[config.mk]
export PLATFORM = sky130hd
export DESIGN_NAME = data_sram_like_bridge
export DESIGN_NICKNAME = d
export VERILOG_FILES = /design/src/rtl/data_sram_like_bridge.sv
export SDC_FILE = /design/constraint.sdc
export NUM_CORES = 1
export LEC_CHECK = 0
export ABC_AREA = 1
export BUFFER_PORTS_ARGS = -buffer_cell sky130_fd_sc_hd__buf_2
export CORE_AREA = 2 2 121 94
export DETAILED_ROUTE_END_ITERATION = 10
export DIE_AREA = 0 0 123 96
export HOLD_SLACK_MARGIN = 0.05
export PLACE_DENSITY = 0.7
export SETUP_SLACK_MARGIN = 0.4
export SYNTH_ARGS = -nofsm -noshare
export SYNTH_HDL_FRONTEND = slang
export SYNTH_SLANG_ARGS = --single-unit
[constraint.sdc]
create_clock -name clk -period 3.04 [get_ports clk]
set_input_delay 0 -clock clk [delete_from_list [all_inputs] [get_ports clk]]
set_output_delay 0 -clock clk [all_outputs]
set_load 0.03 [all_outputs]
[src/rtl/data_sram_like_bridge.sv]
// data_sram_like_bridge: CPU data SRAM port to sram-like req/addr_ok/data_ok bridge.
// Optional kseg0/kseg1 address translation under BRIDGE_KSEG_TRANSLATE_EN.
module data_sram_like_bridge #(
  parameter int ADDR_W = 32
) (
  input  logic              clk,
  input  logic              resetn,
  input  logic              cpu_en,
  input  logic [3:0]        cpu_wen,
  input  logic [ADDR_W-1:0] cpu_addr,
  input  logic [31:0]       cpu_wdata,
  output logic [31:0]       cpu_rdata,
  output logic              cpu_stall,
  input  logic              flush,
  output logic              req,
  output logic              wr,
  output logic [1:0]        size,
  output logic [ADDR_W-1:0] addr,
  output logic [31:0]       wdata,
  input  logic              addr_ok,
  input  logic              data_ok,
  input  logic [31:0]       rdata
);
  typedef enum logic [1:0] {IDLE, ADDR, DATA, DONE} state_t;
  state_t            state_q, state_d;
  logic              wr_q, wr_d, discard_q, discard_d, kill;
  logic [1:0]        size_q, size_d, enc_size, enc_lo;
  logic [ADDR_W-1:0] addr_q, addr_d, addr_x;
  logic [31:0]       wdata_q, wdata_d, rdata_q, rdata_d;
`ifdef BRIDGE_KSEG_TRANSLATE_EN
  assign addr_x = (cpu_addr[ADDR_W-1 -: 2] == 2'b10) ? {3'b000, cpu_addr[ADDR_W-4:0]} : cpu_addr;
`else
  assign addr_x = cpu_addr;
`endif
  always_comb begin
    enc_size = 2'd2;
    enc_lo   = 2'd0;
    case (cpu_wen)
      4'b0001: begin enc_size = 2'd0; enc_lo = 2'd0; end
      4'b0010: begin enc_size = 2'd0; enc_lo = 2'd1; end
      4'b0100: begin enc_size = 2'd0; enc_lo = 2'd2; end
      4'b1000: begin enc_size = 2'd0; enc_lo = 2'd3; end
      4'b0011: begin enc_size = 2'd1; enc_lo = 2'd0; end
      4'b1100: begin enc_size = 2'd1; enc_lo = 2'd2; end
      default: begin enc_size = 2'd2; enc_lo = 2'd0; end
    endcase
  end
  // a flush arriving with data_ok in the same cycle discards that response too
  assign kill = discard_q | flush;
  always_comb begin
    state_d   = state_q;
    wr_d      = wr_q;
    size_d    = size_q;
    addr_d    = addr_q;
    wdata_d   = wdata_q;
    rdata_d   = rdata_q;
    discard_d = discard_q;
    case (state_q)
      IDLE: if (cpu_en && !flush) begin
        state_d = ADDR;
        wr_d    = |cpu_wen;
        size_d  = enc_size;
        addr_d  = {addr_x[ADDR_W-1:2], enc_lo};
        wdata_d = cpu_wdata;
      end
      ADDR: if (addr_ok && data_ok) begin
        state_d = flush ? IDLE : DONE;
        rdata_d = (!flush && !wr_q) ? rdata : rdata_q;
      end else if (addr_ok) begin
        state_d   = DATA;
        discard_d = flush;
      end else if (flush) state_d = IDLE;
      DATA: if (data_ok) begin
        state_d   = kill ? IDLE : DONE;
        rdata_d   = (!kill && !wr_q) ? rdata : rdata_q;
        discard_d = 1'b0;
      end else discard_d = kill;
      default: state_d = IDLE;
    endcase
  end
  always_ff @(posedge clk) begin
    if (!resetn) begin
      state_q   <= IDLE;
      wr_q      <= 1'b0;
      size_q    <= 2'd0;
      addr_q    <= '0;
      wdata_q   <= '0;
      rdata_q   <= '0;
      discard_q <= 1'b0;
    end else begin
      state_q   <= state_d;
      wr_q      <= wr_d;
      size_q    <= size_d;
      addr_q    <= addr_d;
      wdata_q   <= wdata_d;
      rdata_q   <= rdata_d;
      discard_q <= discard_d;
    end
  end
  assign req       = state_q == ADDR;
  assign wr        = wr_q;
  assign size      = size_q;
  assign addr      = addr_q;
  assign wdata     = wdata_q;
  assign cpu_rdata = rdata_q;
  assign cpu_stall = (state_q == ADDR) || (state_q == DATA) || (state_q == IDLE && cpu_en && !flush);
endmodule

==> metrics.md, run 1 <==
| Metric | Value |
|---|---|
| Vias in the first global route | 4553 |
| Routed Wire Length | 13.3 mm |
| Share of the core filled with cells | 0.609 |
| Gp weighted congestion | between 0.8 and 0.9 |
| Critical path fanouts, max | between 60 and 70 |
| Number of ports placed on the die boundary | between 200 and 250 |
| Leakage dissipation | approximately 3.4 nW |
| Sequential share of the synthesized area | 0.490 |
| Time the worst path needs with I/O delays and setup | about 2.3 ns |
| Worst slack, placed | 0.965 ns |
| Final critical-path share of the clock period | 0.759 |
| Die Outline Area | 11800 um^2 |
| Setup slack of the worst register-to-register path | just under 1 ns |
| Share of post-route cells with drive strength above 1 | 0.297 |
| Detailed-route wire length per cell | between 10 and 15 um |
| Final design instance area without fill | roughly 6500 um^2 |
| Setup tns final | 0 ns |
| WS Path Type | flop to output pin |
| Core Area | around 11000 um^2 |
| Clock sink count | between 100 and 150 |
| Worst endpoint data arrival time | about 2.3 ns |
| Antenna diodes | 0 |
| Maximum clock path buffer count | 2 |
| Height of the chip | 96 um |
| Die span in x | ~120 um |
| Total CTS buffers | 9 |
| Number of design rule violations left after detail routing | 0 |
| Via count | between 4000 and 5000 |
| Port Buffers | between 200 and 250 |
| Maximum level of the CTS H-tree | 3 |
| HPWL after DPL | 7.81 mm |
| Standard-cell rows | 33 |
| Remaining number of nets flagged by the antenna check after routing | 0 |
| Class of the worst hold path | primary input to flop |
| Worst Max-Slew Pin Slew | about 1.0 ns |
| Syn Std Cell Area | approximately 4200 um^2 |
| Min Hold Slack | a little over 0.08 ns |
| Setup repair after global routing missed its margin | no |
| Vias per inst | roughly 4.8 |
| Fin cells | roughly 990 |
| Clock tree from TritonCTS | built |
| Pins over their slew limit | 0 |
| First-pass GRT wire length | between 20 and 25 mm |
| Slew Limit Headroom | 0.300 |
| Final critical-path setup slack | 0.733 ns |
| Number of endpoints with negative hold slack in the final report | 0 |
| Endpoint kind of the worst setup timing path | output pin |
| Number of fill cells | 897 |
| GRT Overall Usage | 0.218 |
| Overall power consumption | roughly 3.7 mW |
| Root buffer selected by CTS | sky130_fd_sc_hd__clkbuf_16 |
| Placed cell count | 880 |
| Remaining Overflow, GRT | 0 |
| Initial Util | 0.391 |
| Syn Area/Cell | 7.35 um^2 |
| Gate Count Post-Synth | roughly 570 |
| Total of hold buffers inserted after clock tree synthesis | 98 |
| Beginning of the worst register-to-register path | state_q[0]$_SDFFE_PN0P_ |
| Max-capacitance violation count | 0 |
| Worst setup path startpoint | state_q[0]$_SDFFE_PN0P_ |
| Most used cells in the layout excluding fill and tap cells | 204 x sky130_fd_sc_hd__buf_2, 175 x sky130_fd_sc_hd__nor2_1, 102 x sky130_fd_sc_hd__dfxtp_1 |
| Placed Area | around 5200 um^2 |
| Kind of start point of the critical path | flop |
| Outcome | finished, final reports clean |
| CTS clk-pin slew, worst paths | roughly 0.070 ns |
| DRT iter0 DRCs | approximately 180 |
| Initial antenna violation count | 0 |
| Start point of the worst hold path | addr_ok |
| Syn_nets | a little under 700 |
| Most common cell after layout, fill and taps aside | sky130_fd_sc_hd__buf_2 |
| Count of unique library cells instantiated by Yosys | 22 |
| Required time worst endpoint | 3.04 ns |
| Worst IR Drop VDD | approximately 0.42 mV |
| Clock insertion delay at the later pin of the skew report | about 0.33 ns |
| Cts repair resizes | 0 |
| Detailed Routing Iterations Pass 1 | 4 |
| Number of nets in the finished design | slightly below 1000 |
| Largest clock skew in the final design | 0.00640 ns |
| Total of endpoints with negative setup slack in the final report | 0 |
| Yosys warning count | 0 |
| Count of state elements after synthesis | a little over 100 |
| Maximum clock frequency | between 400 and 500 MHz |
| Pwr/cell area | ~570 nW/um^2 |
| Maximum number of pins on one net before global-route repair | 66 |
| Area growth from synthesis to layout | 55.6% |
| Post-CTS setup buffers | 0 |
registers in the layout, indices dropped and copies added (netlist names):
register and flops:
addr 32, size 2, discard_q 1, wdata 32, wr 1, cpu_rdata 32, state_q 2
synthesized netlist by cell type:
cell type | number | area [um^2]
sky130_fd_sc_hd__o21ai_0 | 69 | 345
sky130_fd_sc_hd__buf_6 | 2 | 22.5
sky130_fd_sc_hd__nand4_1 | 33 | 206
sky130_fd_sc_hd__nor2_1 | 175 | 657
sky130_fd_sc_hd__nand2_2 | 1 | 6.26
sky130_fd_sc_hd__ha_1 | 6 | 75.1
sky130_fd_sc_hd__nor2_4 | 1 | 11.3
sky130_fd_sc_hd__nand3_1 | 5 | 25.0
sky130_fd_sc_hd__buf_2 | 21 | 105
sky130_fd_sc_hd__nand2_1 | 53 | 199
sky130_fd_sc_hd__nor2_8 | 1 | 20.0
sky130_fd_sc_hd__buf_1 | 2 | 7.51
sky130_fd_sc_hd__inv_1 | 47 | 176
sky130_fd_sc_hd__o21ai_2 | 1 | 8.76
sky130_fd_sc_hd__a21oi_1 | 8 | 40.0
sky130_fd_sc_hd__dfxtp_1 | 102 | 2040
sky130_fd_sc_hd__nor2_2 | 21 | 131
sky130_fd_sc_hd__clkbuf_1 | 11 | 41.3
sky130_fd_sc_hd__o22ai_1 | 1 | 6.26
sky130_fd_sc_hd__inv_2 | 4 | 15.0
sky130_fd_sc_hd__buf_8 | 1 | 15.0
sky130_fd_sc_hd__nor3_1 | 2 | 10.0
logic make-up after synthesis:
group / after synthesis / share of synthesized area
AND/OR/NAND/NOR: 292 / 0.304
AO/OA/AOI/OAI: 79 / 0.0961
flip-flops: 102 / 0.490
buffers and inverters: 88 / 0.0919
adder cells (fa/ha/maj): 6 / 0.0180
critical path: stages (launching register included):
cell and delay [ns]:
sky130_fd_sc_hd__dfxtp_1 0.41, sky130_fd_sc_hd__inv_1 0.10, sky130_fd_sc_hd__ha_1 0.22, sky130_fd_sc_hd__inv_1 0.11
sky130_fd_sc_hd__nor2_4 0.06, sky130_fd_sc_hd__inv_2 0.75, sky130_fd_sc_hd__nand2_1 0.10, sky130_fd_sc_hd__buf_2 0.23
per-layer routing:
layer  routed length [um]  share of wire  global-route usage  vias up
li1                     -              -                   -     2346
met1                 5620           0.42               0.247     2159
met2                 6430           0.48               0.386      192
met3                  905          0.068              0.0658       36
met4                  355          0.027              0.0852        0
met5                    0              0                   0        -
path summary, 6_finish.rpt:
kind,cells after the start,endpoint
worst min-delay path,5,state_q[1]$_SDFFE_PN0P_
worst max-delay path,7,cpu_stall
worst max register to register,7,addr[1]$_SDFFE_PN0P_
worst min register to register,2,cpu_rdata[15]$_SDFFE_PN0P_
where the power goes:
group,internal (mW),switching [mW]
clock network,0.637,0.492
logic,0.354,0.657
registers,1.47,0.0734
total,2.47,1.22
cell type report:
| cell class | instances | area [um^2] | area share |
|---|---|---|---|
| repair buffers | 308 | 2050 | 0.316 |
| flip-flops and latches | 102 | 2040 | 0.315 |
| multi-input cells | 377 | 1740 | 0.269 |
| clock inverters | 5 | 57.6 | 0.00888 |
| inverters | 51 | 191 | 0.0295 |
| clock buffers | 10 | 229 | 0.0353 |
| well taps | 140 | 175 | 0.0270 |
Power figures use the tool's default switching activity.
==> run 2, diff against run 1 <==
Settings changed: ABC_AREA 1 to 0, CORE_AREA 2 2 121 94 to 2 2 123 95, DIE_AREA 0 0 123 96 to 0 0 125 97.
Clock period 3.04 ns to 2.15 ns, I/O delays scaled along.
==> run 2 against run 1 <==
Sequential cell count did not move. Largest cell class unchanged. Final cell count fell by 7.4%. Sequential power rose by 37%. Global-route usage fell by 1.5 points. Non-clock buffer count rose by 12.
==> metrics.md, run 2 <==
| Metric | Value |
|---|---|
| Top FF cell, synth | sky130_fd_sc_hd__dfxtp_1 |
| Syn Area/Cell | 8.87 um^2 (+21%) |
| Area fraction in and, or, nand and nor cells after synthesis | 0.228 (-0.0759) |
| Syn_nets | 592 (-13%) |
| HPWL after DPL | 7.91 mm (+1.3%) |
| Pwr/cell area | 764 nW/um^2 (+34%) |
| Core Area | 10800 um^2 (+1.6%) |
| Share of post-route cells with drive strength above 1 | 0.374 (+0.0778) |
| Maximum clock frequency | between 500 and 600 MHz |
| Worst setup path startpoint | state_q[0]$_SDFFE_PN0P_ |
| Via count | 4371 (-7.6%) |
| Final critical-path share of the clock period | 0.800 |
| Time the worst path needs with I/O delays and setup | between 1.5 and 2 ns |
| Routed Wire Length | 12.9 mm (-3.0%) |
| Synth area leader | sky130_fd_sc_hd__dfxtp_1 |
| Placed cell count | 799 (-9.2%) |
| Detailed Routing Iterations Pass 1 | 4 (unchanged) |
| Yosys warning count | 0 (unchanged) |
| Total CTS buffers | 9 (unchanged) |
| Fraction of synthesized cell area taken by the top area cell type | 0.479 (-0.0107) |
| Setup slack of the worst register-to-register path | 0.43 ns (-0.55 ns) |
| Root buffer selected by CTS | sky130_fd_sc_hd__clkbuf_16 |
| Maximum clock path buffer count | 2 (unchanged) |
| Number of endpoints with negative hold slack in the final report | 0 (unchanged) |
| Critical path fanouts, max | 10 (-85%) |
| Largest clock skew in the final design | 0.00521 ns (-0.00119 ns) |
| Number of design rule violations left after detail routing | 0 (unchanged) |
| Worst Max-Slew Pin Slew | 0.437 ns (-0.612 ns) |
| Critical Path, Cell by Cell | inv_1, ha_2, mux2_4, nand4_4, buf_4, buf_6, nand3_2, o21ai_2 |
| Synth area leaders | sky130_fd_sc_hd__dfxtp_1 48%, sky130_fd_sc_hd__nand2_1 14%, sky130_fd_sc_hd__o21ai_2 6.6% |
| Beginning of the worst register-to-register path | state_q[0]$_SDFFE_PN0P_ |
| Count of flip-flops with a built-in enable after synthesis | 0 (unchanged) |
| Vias in the first global route | 4354 (-4.4%) |
| Syn Std Cell Area | 4260 um^2 (+2.2%) |
| Most common cell after layout, fill and taps aside | sky130_fd_sc_hd__buf_2 |
| Share of the core filled with cells | 0.621 (+0.0127) |
| Internal power contribution | 3.52 mW (+43%) |
| Initial antenna violation count | 0 (unchanged) |
| Pins over their slew limit | 0 (unchanged) |
| Setup tns final | 0 ns (unchanged) |
| Maximum level of the CTS H-tree | 3 (unchanged) |
| Remaining Overflow, GRT | 0 (unchanged) |
| Count of unique library cells instantiated by Yosys | 36 (+64%) |
| Endpoint kind of the worst setup timing path | flop |
| GR Util met2 | 0.380 (-0.00668) |
| Multiplexer share of the synthesized area | 0.00353 (+0.00353) |
| DRT iter0 DRCs | 169 (-7.1%) |
| Multi-input logic area | 1970 um^2 (+13%) |
| Initial Util | 0.394 (+0.00259) |
| Endpoint of the most critical register-to-register path | cpu_rdata[26]$_SDFFE_PN0P_ |
| Switching component of the power | 1.61 mW (+32%) |
| Sequential share of the synthesized area | 0.479 (-0.0107) |
| Setup repair after global routing missed its margin | yes |
| Met1 capacity usage during global routing | 0.215 (-0.0320) |
| Worst-case hold path end point | wr$_SDFFE_PN0P_ |
| First-pass GRT wire length | 20.4 mm (-0.27%) |
| Sequential group share of total power | 0.414 (-0.006) |
| Switching part of the total | 0.314 (-0.0172) |
| CTS clk-pin slew, worst paths | 0.07 ns (about the same) |
| Most instantiated cells after synthesis | 160 x sky130_fd_sc_hd__nand2_1, 102 x sky130_fd_sc_hd__dfxtp_1, 36 x sky130_fd_sc_hd__a21boi_0, 32 x sky130_fd_sc_hd__o21ai_2, 28 x sky130_fd_sc_hd__a21boi_1 |
| GRT Overall Usage | 0.203 (-0.0148) |
| Met3 Track Usage GR | 0.0454 (-0.0204) |
| Worst hold stages | 4 (-1) |
| Worst IR Drop VDD | 0.391 mV (-6.1%) |
| Most used cells in the layout excluding fill and tap cells | 203 x sky130_fd_sc_hd__buf_2, 160 x sky130_fd_sc_hd__nand2_1, 100 x sky130_fd_sc_hd__dfxtp_1 |
| Leakage dissipation | 3.06 nW (-9.0%) |
| Compound-gate portion of the synthesized area | 0.209 (+0.113) |
| Start point of the worst hold path | cpu_wen[3] |
| Fraction of power consumed by the clock network | 0.322 (+0.016) |
| Remaining number of nets flagged by the antenna check after routing | 0 (unchanged) |
| Class of the worst hold path | primary input to flop |
| Fin cells | 920 (-7.4%) |
| Most frequent cell after synthesis | sky130_fd_sc_hd__nand2_1 |
| Max-capacitance violation count | 0 (unchanged) |
| Worst path slowest cell | sky130_fd_sc_hd__dfxtp_2 |
| Register-to-Register Path Depth | 8 (+1) |
| WS Path Type | flop to flop |
| Die Outline Area | 12100 um^2 (+2.7%) |
| Required time worst endpoint | 2.42 ns (-0.62 ns) |
| Count of state elements after synthesis | 102 (unchanged) |
| Number of nets in the finished design | 887 (-7.7%) |
| Slew Limit Headroom | 0.709 (+0.409) |
| Clock sink count | 102 (unchanged) |
| Largest stage delay, worst path | 0.38 ns (-0.37 ns) |
| Fraction of synthesized cell area in xor and xnor cells | 0.00206 (+0.00206) |
| Clock tree from TritonCTS | built |
| Post-synthesis share of cell area spent on full adders, half adders and majority gates | 0.0176 (-0.000392) |
| Port Buffers | 204 (unchanged) |
| Outcome | finished, final reports clean |
| Number of ports placed on the die boundary | 207 (unchanged) |
| Share of power burned in combinational logic | 0.265 (-0.009) |
| Number of fill cells | 883 (-1.6%) |
| GRT busiest layer | met2 |
| Total of endpoints with negative setup slack in the final report | 0 (unchanged) |
| Vias per inst | 4.75 (-0.32%) |
| Antenna diodes | 0 (unchanged) |
| Die span in x | 125 um (+1.6%) |
| Gp weighted congestion | 0.850 (+2.3%) |
| Kind of start point of the critical path | flop |
| Share of async-settable or async-resettable flops after synthesis | 0 (unchanged) |
| Main combinational cell family by area after synthesis | simple AND/OR/NAND/NOR gates |
| Gate Count Post-Synth | 480 (-15%) |
| Clock insertion delay at the later pin of the skew report | 0.33 ns (about the same) |
| Standard-cell rows | 33 (unchanged) |
| Detailed-route wire length per cell | 14.0 um (+4.7%) |
| Maximum number of pins on one net before global-route repair | 58 (-12%) |
| Overall power consumption | 5.14 mW (+39%) |
| Height of the chip | 97 um (+1.0%) |
| Area used by sequential logic in the layout | 2040 um^2 (+0.12%) |
| Worst endpoint data arrival time | 1.99 ns (-0.32 ns) |
| Area growth from synthesis to layout | 57.8% |
-- run 2: changes by cell type in the layout (fill, tap and decap cells not counted), moves of 8 or more --
cell                       before  now
sky130_fd_sc_hd__a21boi_0       0   36
sky130_fd_sc_hd__a21boi_1       0   28
sky130_fd_sc_hd__buf_4          6   14
sky130_fd_sc_hd__inv_1         47    4
sky130_fd_sc_hd__nand2_1       53  160
sky130_fd_sc_hd__nand3_1        5   27
sky130_fd_sc_hd__nand3_2        0    8
sky130_fd_sc_hd__nand4_1       33    0
sky130_fd_sc_hd__nor2_1       175    5
sky130_fd_sc_hd__nor2_2        21    0
sky130_fd_sc_hd__o21ai_0       69    4
sky130_fd_sc_hd__o21ai_2        1   32
-- run 2: critical path: cells and delay by family (launching register included) --
kind / cells / cell delay [ns]
flops: 1 / 0.38
mux: 1 / 0.29
buf+inv: 3 / 0.46
fa+ha+maj: 1 / 0.23
compound gates: 1 / 0.07
simple gates: 2 / 0.22
-- run 2: power groups by stage --
| stage | logic, mW | clock network (mW) | registers [mW] |
|---|---|---|---|
| finish | 1.36 | 1.65 | 2.13 |
| global route | 1.46 | 1.76 | 2.14 |
| CTS | 1.33 | 1.71 | 2.12 |
| detailed placement | 1.16 | 0 | 2.16 |
| global placement | 1.13 | 0 | 2.15 |
| floorplan | 0.554 | 0 | 2.42 |
-- run 2: metal layers --
layer / vias to the layer above / wire [um]
met3: 38 / 598
met1: 1996 / 5270
met5: - / 0
met2: 154 / 6600
li1: 2183 / -
met4: 0 / 450
-- run 2: timing repair --
item,4_1_cts,5_1_grt
pin swaps,2,0
hold buffers,97,0
gates cloned,0,1
setup buffers,5,2
endpoints found under the setup margin,34,11
endpoints found under the hold margin,97,0
resized for setup,3,4
-- run 2: cell families after synthesis --
family | count (synthesis)
AOI/OAI and AO/OA | 114
xor gates and xnor gates | 1
adders and majority gates | 6
buffers and inverters | 41
DFF | 102
muxes | 1
and+or+nand+nor | 215
-- run 2: how the worst max path moves through the flow --
stage                                       endpoint  slack, ns  depth (start not counted)
after floorplan           cpu_rdata[23]$_SDFFE_PN0P_       0.57                          7
after global placement    cpu_rdata[27]$_SDFFE_PN0P_       0.30                          7
after detailed placement  cpu_rdata[26]$_SDFFE_PN0P_       0.22                          7
after CTS                  cpu_rdata[9]$_SDFFE_PN0P_       0.46                          7
after global routing      cpu_rdata[23]$_SDFFE_PN0P_       0.36                          8
final                     cpu_rdata[26]$_SDFFE_PN0P_       0.43                          8
-- run 2: through the flow --
stage,cell area (um^2),hold WS [ns],setup slack [ns]
after detailed placement,5340,0.244,0.216
after floorplan,4260,0.135,0.566
after global routing,6720,0.109,0.361
final,6720,0.0773,0.430
after global placement,5340,0.240,0.298
after CTS,6680,0.0544,0.461
-- run 2: cell type report --
class	count	area share
tap	140	0.0261
clock inverter	6	0.0101
inverter	5	0.00279
multi-input combinational	337	0.293
timing repair buffer	320	0.329
clock buffer	10	0.0356
sequential	102	0.304
==> run 3, diff against run 2 <==
Settings changed: ABC_AREA 0 to 1, CORE_AREA 2 2 123 95 to 2 2 121 94, DIE_AREA 0 0 125 97 to 0 0 123 96.
Clock period 2.15 ns to 1.62 ns, I/O delays scaled along.
==> run 3 against run 2 <==
Sequential cell count is the same. Highest routed layer unchanged. Non-clock buffer count rose by 36. Die area fell by 2.6%. Power rose by 50%. Sequential share of layout area is 3.7 points lower. First-iteration DRC count increased by 140%. Setup slack lost 0.39 ns. Clock-buffer cell count down 1. Via count rose by 19%. Register-to-register slack lost 0.39 ns.
==> metrics.md, run 3 (synthesized netlist as in run 1, its figures left out) <==
| Metric | Value |
|---|---|
| HPWL after DPL | 7.86 mm (-0.59%) |
| Placed Area | 5370 um^2 (+0.59%) |
| Antenna diodes | 0 (unchanged) |
| Endpoint kind of the worst setup timing path | flop |
| Fin cells | 1042 (+13%) |
| Critical Path, Cell by Cell | buf_12, ha_4, inv_4, nor2_4, nor2_4, inv_2, nor2_8, buf_12, buf_16, nor2_1, nor2_1 |
| Worst endpoint data arrival time | 1.86 ns (-0.13 ns) |
| Number of ports placed on the die boundary | 207 (unchanged) |
| Standard-cell rows | 33 (unchanged) |
| CTS clk-pin slew, worst paths | 0.07 ns (about the same) |
| Maximum clock frequency | 633 MHz (+8.8%) |
| Number of nets in the finished design | 1009 (+14%) |
| Overall power consumption | 7.70 mW (+50%) |
| Min Hold Slack | 0.0831 ns (+0.00577 ns) |
| Routed Wire Length | 16.1 mm (+25%) |
| Area growth from synthesis to layout | 83.8% |
| GRT Overall Usage | 0.250 (+0.0467) |
| Worst IR Drop VDD | 0.619 mV (+58%) |
| Number of endpoints with negative hold slack in the final report | 0 (unchanged) |
| Number of design rule violations left after detail routing | 0 (unchanged) |
| Total CTS buffers | 9 (unchanged) |
| Time the worst path needs with I/O delays and setup | 1.58 ns (-0.139 ns) |
| Required time worst endpoint | 1.90 ns (-0.52 ns) |
| Final critical-path setup slack | 0.0393 ns (-0.391 ns) |
| Max-capacitance violation count | 0 (unchanged) |
| Worst slack, placed | 0.0626 ns (-0.154 ns) |
| Kind of start point of the critical path | flop |
| Die Outline Area | 11800 um^2 (-2.6%) |
| Via count | 5183 (+19%) |
| Final critical-path share of the clock period | 0.976 (+0.176) |
| Worst Max-Slew Pin Slew | 0.390 ns (-0.0466 ns) |
| Largest clock skew in the final design | 0.00797 ns (+0.00276 ns) |
| Initial antenna violation count | 0 (unchanged) |
| First-pass GRT wire length | 23.2 mm (+14%) |
| Remaining number of nets flagged by the antenna check after routing | 0 (unchanged) |
| Critical path fanouts, max | 8 (-2) |
| Most common cell after layout, fill and taps aside | sky130_fd_sc_hd__buf_2 |
| Worst path slowest cell | sky130_fd_sc_hd__dfxtp_4 |
| Placed cell count | 887 (+11%) |
| Vias per inst | 4.97 (+4.7%) |
| Total of endpoints with negative setup slack in the final report | 0 (unchanged) |
| WS Path Type | flop to flop |
| Vias in the first global route | 4932 (+13%) |
| Pwr/cell area | 1010 nW/um^2 (+32%) |
| Share of post-route cells with drive strength above 1 | 0.402 (+0.0281) |
| Final design instance area without fill | 7660 um^2 (+14%) |
| Height of the chip | 96 um (-1.0%) |
| Outcome | finished, final reports clean |
| Clock tree from TritonCTS | built |
| Class of the worst hold path | primary input to flop |
| Detailed Routing Iterations Pass 1 | 5 (+1) |
| Detailed-route wire length per cell | 15.5 um (+10%) |
| Die span in x | 123 um (-1.6%) |
| Pins over their slew limit | 0 (unchanged) |
| Core Area | 10700 um^2 (-1.5%) |
| Slew Limit Headroom | 0.740 (+0.0310) |
| Port Buffers | 204 (unchanged) |
| Clock sink count | 102 (unchanged) |
| Initial Util | 0.391 (-0.00259) |
| Largest stage delay, worst path | 0.37 ns (about the same) |
| Root buffer selected by CTS | sky130_fd_sc_hd__clkbuf_16 |
| Remaining Overflow, GRT | 0 (unchanged) |
| Maximum level of the CTS H-tree | 3 (unchanged) |
| DRT iter0 DRCs | 410 (+140%) |
| Most used cells in the layout excluding fill and tap cells | 203 x sky130_fd_sc_hd__buf_2, 136 x sky130_fd_sc_hd__nor2_1, 100 x sky130_fd_sc_hd__dfxtp_1 |
| Maximum clock path buffer count | 2 (unchanged) |
| Leakage dissipation | 3.85 nW (+26%) |
| Maximum number of pins on one net before global-route repair | 99 (+71%) |
| Setup repair after global routing missed its margin | yes |
| Clock insertion delay at the later pin of the skew report | 0.35 ns (+0.02 ns) |
| Gp weighted congestion | 0.803 (-5.5%) |
run 3: cell types whose count changed in the layout (fill, tap and decap cells not counted), sizes merged, moves of 3 or more:
| cell | change |
|---|---|
| buf | +30 |
| clkbuf | +5 |
| nand4 | +32 |
| o21ai | +32 |
| nand2b | -5 |
| nor4 | -3 |
| nand3 | -30 |
| nor2 | +192 |
| inv | +50 |
| nand2 | -106 |
| a21boi | -64 |
run 3: per-layer routing:
layer	global-route usage	up-vias	routed length, um
li1	-	2462	-
met1	0.290	2395	6120
met2	0.454	290	8280
met3	0.0675	36	1350
met4	0.0710	0	385
met5	0	-	0
run 3: final cells by class:
type / count / area, um^2
Tap cell: 140 / 175
Sequential cell: 102 / 2050
Inverter: 51 / 206
Timing Repair Buffer: 356 / 2880
Multi-Input combinational cell: 377 / 2060
Clock inverter: 7 / 62.6
Fill cell: 721 / 2990
Clock buffer: 9 / 225
run 3: final timing paths:
| kind | startpoint | end | slack, ns | cells after the start |
|---|---|---|---|---|
| min | addr_ok | state_q[1]$_SDFFE_PN0P_ | 0.08 | 5 |
| min reg2reg | addr[1]$_SDFFE_PN0P_ | addr[1]$_SDFFE_PN0P_ | 0.46 | 2 |
| max | state_q[0]$_SDFFE_PN0P_ | cpu_rdata[22]$_SDFFE_PN0P_ | 0.04 | 11 |
| max reg2reg | state_q[0]$_SDFFE_PN0P_ | cpu_rdata[22]$_SDFFE_PN0P_ | 0.04 | 11 |
run 3: critical path, delay by kind of cell (launching register included):
family | cells | cell delay (ns)
fa+ha+maj | 1 | 0.15
buf+inv | 5 | 0.53
simple gates | 5 | 0.46
flops | 1 | 0.37
run 3: power breakdown:
| group | internal [mW] | leakage, nW | switching, mW |
|---|---|---|---|
| Combinational | 1.15 | 2.86 | 1.50 |
| Clock | 1.09 | 0.145 | 1.03 |
| Sequential | 2.77 | 0.837 | 0.165 |
run 3: metrics by stage:
stage / setup TNS (ns) / utilization
6_report: 0 / 0.719
2_1_floorplan: 0 / -
3_5_place_dp: 0 / 0.504
4_1_cts: 0 / 0.677
5_1_grt: -0.613 / 0.719
3_3_place_gp: 0 / 0.504
run 3: repair_timing:
item / CTS / global route
endpoints found under the hold margin: 97 / 0
pin swaps: 11 / 28
buffers inserted: 19 / 7
gates cloned: 8 / 8
gates resized for setup: 48 / 66
hold buffers: 97 / 0
endpoints found under the setup margin: 102 / 104
